## config.mk

```make
export PLATFORM = sky130hd
export DESIGN_NAME = mem_port_arbiter
export DESIGN_NICKNAME = d
export VERILOG_FILES = /design/src/rtl/mips_pkg.sv /design/src/rtl/arb_wait_timer.sv /design/src/rtl/mem_port_arbiter.sv
export SDC_FILE = /design/constraint.sdc
export NUM_CORES = 1
export LEC_CHECK = 0
export CELL_PAD_IN_SITES_DETAIL_PLACEMENT = 1
export CELL_PAD_IN_SITES_GLOBAL_PLACEMENT = 2
export CORE_ASPECT_RATIO = 0.5
export CORE_MARGIN = 2
export CORE_UTILIZATION = 23
export CTS_CLUSTER_DIAMETER = 40
export DETAILED_ROUTE_END_ITERATION = 6
export HOLD_SLACK_MARGIN = 0.03
export PLACE_DENSITY_LB_ADDON = 0.25
export SLEW_MARGIN = 40
export SYNTH_ARGS = -nofsm -noshare
export SYNTH_HDL_FRONTEND = slang
export SYNTH_SLANG_ARGS = --single-unit
```

## constraint.sdc

```tcl
create_clock -name clk -period 2.83 [get_ports clk]
set_input_delay 0.566 -clock clk [delete_from_list [all_inputs] [get_ports clk]]
set_output_delay 0.566 -clock clk [all_outputs]
set_load 0.01 [all_outputs]
```

## src/rtl/mips_pkg.sv

```systemverilog
// Shared definitions for the MIPS pipeline memory-port arbiter:
// arbiter state encoding, grant encoding and default bus widths.
package mips_pkg;

    localparam int ADDR_W_DEF = 32;
    localparam int DATA_W_DEF = 32;
    localparam int TIMER_W    = 8;

    typedef enum logic [1:0] {
        IDLE   = 2'd0,
        DM_ACC = 2'd1,
        IF_ACC = 2'd2
    } arb_state_t;

    typedef enum logic {
        GNT_IF = 1'b0,
        GNT_DM = 1'b1
    } grant_t;

endpackage

```

## src/rtl/arb_wait_timer.sv

```systemverilog
// Wait-cycle counter for one memory access; tc flags the last cycle the
// arbiter is willing to wait before abandoning the access.
module arb_wait_timer
    import mips_pkg::*;
#(
    parameter int TIMEOUT = 15
) (
    input  logic clk,
    input  logic rst_n,
    input  logic clear,
    input  logic enable,
    output logic tc
);

    localparam logic [TIMER_W-1:0] TC_VAL = TIMER_W'(TIMEOUT - 1);

    logic [TIMER_W-1:0] count;

    always_ff @(posedge clk) begin
        if (!rst_n || clear) begin
            count <= '0;
        end else if (enable) begin
            count <= count + 1'b1;
        end
    end

    // count holds the wait cycles already spent, so tc marks the TIMEOUT-th one
    assign tc = enable && (count == TC_VAL);

endmodule

```

## src/rtl/mem_port_arbiter.sv

```systemverilog
// Arbitrates the single-port unified memory between instruction fetch and
// load/store, and derives the pipeline hold signals from the acks.
module mem_port_arbiter
    import mips_pkg::*;
#(
    parameter int ADDR_W  = ADDR_W_DEF,
    parameter int DATA_W  = DATA_W_DEF,
    parameter int TIMEOUT = 15
) (
    input  logic              clk,
    input  logic              rst_n,
    input  logic              if_req,
    input  logic [ADDR_W-1:0] if_addr,
    output logic [DATA_W-1:0] if_rdata,
    output logic              if_ack,
    input  logic              dm_read,
    input  logic              dm_write,
    input  logic [ADDR_W-1:0] dm_addr,
    input  logic [DATA_W-1:0] dm_wdata,
    output logic [DATA_W-1:0] dm_rdata,
    output logic              dm_ack,
    output logic              mem_en,
    output logic              mem_we,
    output logic [ADDR_W-1:0] mem_addr,
    output logic [DATA_W-1:0] mem_wdata,
    input  logic [DATA_W-1:0] mem_rdata,
    input  logic              mem_ready,
    output logic              pc_write,
    output logic              if_id_write,
    output logic              mem_stall,
    output logic              bus_err
);

    arb_state_t state, next_state;
    grant_t     last_grant;

    logic dm_pending, if_pending;
    logic grant_dm, grant_if, finish;
    logic in_access, timer_tc;

    // A requester acked this cycle is still showing its old request; mask it
    assign dm_pending = (dm_read | dm_write) & ~dm_ack;
    assign if_pending = if_req & ~if_ack;
    assign in_access  = (state == DM_ACC) || (state == IF_ACC);

    arb_wait_timer #(
        .TIMEOUT(TIMEOUT)
    ) u_wait_timer (
        .clk   (clk),
        .rst_n (rst_n),
        .clear (grant_dm | grant_if | finish),
        .enable(in_access),
        .tc    (timer_tc)
    );

    always_ff @(posedge clk) begin
        if (!rst_n) begin
            state <= IDLE;
        end else begin
            state <= next_state;
        end
    end

    always_comb begin
        next_state = state;
        grant_dm   = 1'b0;
        grant_if   = 1'b0;
        finish     = 1'b0;
        unique case (state)
            IDLE: begin
                if (dm_pending && (!if_pending || last_grant == GNT_IF)) begin
                    next_state = DM_ACC;
                    grant_dm   = 1'b1;
                end else if (if_pending) begin
                    next_state = IF_ACC;
                    grant_if   = 1'b1;
                end
            end
            DM_ACC, IF_ACC: begin
                if (mem_ready || timer_tc) begin
                    next_state = IDLE;
                    finish     = 1'b1;
                end
            end
            default: next_state = IDLE;
        endcase
    end

    // Access strobes, captured data and acks; a timed-out access returns zero
    always_ff @(posedge clk) begin
        if (!rst_n) begin
            last_grant <= GNT_DM;
            mem_en     <= 1'b0;
            mem_we     <= 1'b0;
            mem_addr   <= '0;
            mem_wdata  <= '0;
            if_ack     <= 1'b0;
            dm_ack     <= 1'b0;
            if_rdata   <= '0;
            dm_rdata   <= '0;
            bus_err    <= 1'b0;
        end else begin
            if_ack <= 1'b0;
            dm_ack <= 1'b0;
            if (grant_dm) begin
                mem_en    <= 1'b1;
                mem_we    <= dm_write;
                mem_addr  <= dm_addr;
                mem_wdata <= dm_wdata;
            end else if (grant_if) begin
                mem_en    <= 1'b1;
                mem_we    <= 1'b0;
                mem_addr  <= if_addr;
                mem_wdata <= '0;
            end else if (finish) begin
                mem_en <= 1'b0;
                mem_we <= 1'b0;
                if (!mem_ready) begin
                    bus_err <= 1'b1;
                end
                if (state == DM_ACC) begin
                    dm_ack     <= 1'b1;
                    dm_rdata   <= mem_ready ? mem_rdata : '0;
                    last_grant <= GNT_DM;
                end else begin
                    if_ack     <= 1'b1;
                    if_rdata   <= mem_ready ? mem_rdata : '0;
                    last_grant <= GNT_IF;
                end
            end
        end
    end

    assign pc_write    = if_ack;
    assign if_id_write = if_ack;
    assign mem_stall   = (dm_read | dm_write) & ~dm_ack;

endmodule
```

==> results.yml <==
status:
  status: "finished clean"
worst_setup_path:
  worst_r2r_path_depth: 7
  crit_type: "in -> out"
  timing.rr.start: "state[0]$_SDFFE_PN0P_"
  critPathMaxFanout: 3
  slowest_stage: "clkdlybuf4s50_1"
  crit_family: "buffers and inverters"
  max_stage_delay_ns: 0.56
  path_common_cell: "clkdlybuf4s50_1"
  startpoint: "dm_write"
  arrival_ns: 1.91
  cp_num_cells: 4
  worstPathCellList: "clkdlybuf4s50_1, o21bai_2, inv_1, clkdlybuf4s50_1"
  critPathBufInv: 3
  endpoint: "mem_stall"
  r2r-end: "dm_rdata[30]$_SDFFE_PN0P_"
  start_kind: "input pin"
  r2r_slack_ns: 0.53
  worstSetupEndpointType: "output port"
  critPathRequiredTime_ns: 2.26
timing:
  max_freq_mhz: 404
  rsz0062_at_grt: "false"
  hold_violations: 0
  post-route-period-util: 0.875
  clock_skew_ns: 0.00762
  setup_ws_ns: 0.353
  finalSetupTns_ns: 0
  timing.final.crit_period_ns: 2.48
  worstMarginPinSlew_ns: 0.645
  relSlewSlack: 0.570
  final_max_slew_viol_count: 0
  setup_viol_count_final: 0
  whs_ns: 0.455
detailed_routing:
  drt_pass1_iterations: 4
  drt_iter0_markers: 247
  dr_total_vias: 5156
  wl_um: 19200
  routed_via_density: 4.46
  drcViolationCount: 0
  wl_per_cell_um: 16.6
  detail-route-antenna-nets: 0
yosys:
  synth-seq-area-share: 0.523
  synth_top_family_by_area: "simple AND/OR/NAND/NOR gates"
  yosys_most_used_dff: "dfxtp_1"
  synth_edf_count: 0
  synth_adder_area_share: 0.00908
  synth_xor_area_frac: 0.0111
  syn_inst: 587
  netlist_area_um2: 5510
  synth_compound_area_frac: 0.134
  synth_area_per_cell_um2: 9.39
  syn-num-nets: 725
  synth-seq-cells: 144
  yosys.area.top_type_share: 0.523
  synth-async-reset-ratio: 0
  synth_top_cell_by_area: "dfxtp_1"
  synth_warnings: 0
  synthMuxAreaShare: 0.116
  synthTopCellsByArea: "dfxtp_1, mux2i_1, nand3_1"
  yosys.area_share.simple: 0.157
  ys_types: 37
power:
  power_leakage_nw: 3.16
  report.power.total_mw: 5.91
  powerDensity_nw_per_um2: 643
  vdd_drop_max_mv: 0.346
grt:
  grt_max_degree: 76
  groute.usage.overall: 0.154
  overflow: 0
  grt_pass1_wl_um: 30100
  first_global_vias: 5366
  grt_antenna_before_repair: 0
finish:
  layout_common_cells: "clkdlybuf4s50_1, dfxtp_1, nand2_1"
  diodes: 0
  areaGrowthSynthToFinish_pct: 66.5
  instances_no_fill: 1156
  utilization: 0.396
  final_common_cell: "clkdlybuf4s50_1"
  nets: 974
  final_cell_area_um2: 9180
  drive_gt1_frac: 0.0624
floorplan:
  dieArea_um2: 25300
  coreArea_um2: 23200
  ios: 270
  die_w_um: 223
  start_util: 0.238
  std_cell_rows: 39
  die_h_um: 113
placed_design:
  gp_congestion: 0.718
  io_buffers: 269
  dp.cells: 1124
  dpl-instance-area_um2: 8550
  dpl.hpwl_um: 13400
  place_ws_ns: 0.277
clock_network:
  clkSinkCount: 144
  clockRootBuffer: "clkbuf_16"
  hold_buffers: 0
  cts_made_buffers: 17
  clockBufferDepth: 2
  cts_max_level: 4
  cts_resized: 0
  clk_latency_ns: 0.43
  cts_tree: "built"
  clk_pin_slew_worst_paths_ns: 0.06
  postCtsSetupBuffers: 0
min_path:
  hp-start: "if_rdata[28]$_SDFFE_PN0P_"
  hold_depth: 2
  hp-class: "reg -> reg"
run:
  drv_cap: 0
synthesized netlist by cell type, types with 2 or more instances:
master	n
o22ai_1	32
ha_1	4
o21ai_0	34
nand3_1	65
a21oi_1	2
xnor2_1	4
nor2_1	44
nand4_1	2
a22oi_1	32
buf_4	5
o32ai_1	2
a21o_1	2
nand2_1	71
buf_6	3
dfxtp_1	144
xor2_1	3
nor3_1	4
nand3b_1	2
buf_2	3
a211oi_1	2
mux2i_1	64
inv_1	8
clkbuf_1	41
worst reg2reg max path: stages, from the launching register on:
cell and delay (ns):
dfxtp_1 0.35, inv_1 0.05, ha_1 0.52, a41oi_2 0.16, buf_4 0.20, nor2_4 0.12, buf_4 0.54, mux2i_1 0.30
where the power goes:
| group | switching [mW] | total [mW] | internal (mW) |
|---|---|---|---|
| clock network | 0.881 | 2.42 | 1.54 |
| registers | 0.0842 | 2.27 | 2.18 |
| logic | 0.595 | 1.22 | 0.625 |
cell families after synthesis:
| family | after synthesis |
|---|---|
| muxes | 64 |
| adders and majority gates | 4 |
| AOI/OAI and AO/OA | 113 |
| buffers and inverters | 61 |
| and+or+nand+nor | 194 |
| xor gates and xnor gates | 7 |
| DFF | 144 |
worst min path at each step:
stage,endpoint
2_1_floorplan,last_grant$_SDFFE_PN1P_
3_3_place_gp,bus_err$_SDFFE_PN0P_
3_5_place_dp,bus_err$_SDFFE_PN0P_
4_1_cts,dm_rdata[19]$_SDFFE_PN0P_
5_1_grt,dm_rdata[29]$_SDFFE_PN0P_
6_report,if_rdata[28]$_SDFFE_PN0P_
final cells by class:
type	instances	area (um2)
clock buffers	21	470
clock inverters	11	160
fillers	2594	14000
inverters	8	30.0
multi-input cells	382	2380
flip-flops and latches	144	2880
well taps	307	384
repair buffers	283	2870
per-layer routing:
metal / vias to the layer above / wire [um] / track usage
met5: - / 0 / 0
met4: 0 / 234 / 0.0550
met3: 18 / 778 / 0.0410
met2: 103 / 9770 / 0.275
met1: 2475 / 8370 / 0.179
li1: 2560 / - / -
state kept, by name, summed over array words and instances, names as in the netlist:
signal / count
u_wait_timer.count: 8
dm_ack: 1
mem_we: 1
mem_en: 1
mem_addr: 32
if_rdata: 32
mem_wdata: 32
bus_err: 1
last_grant: 1
dm_rdata: 32
state: 2
if_ack: 1
No activity file was read; power rests on OpenSTA's default activity.
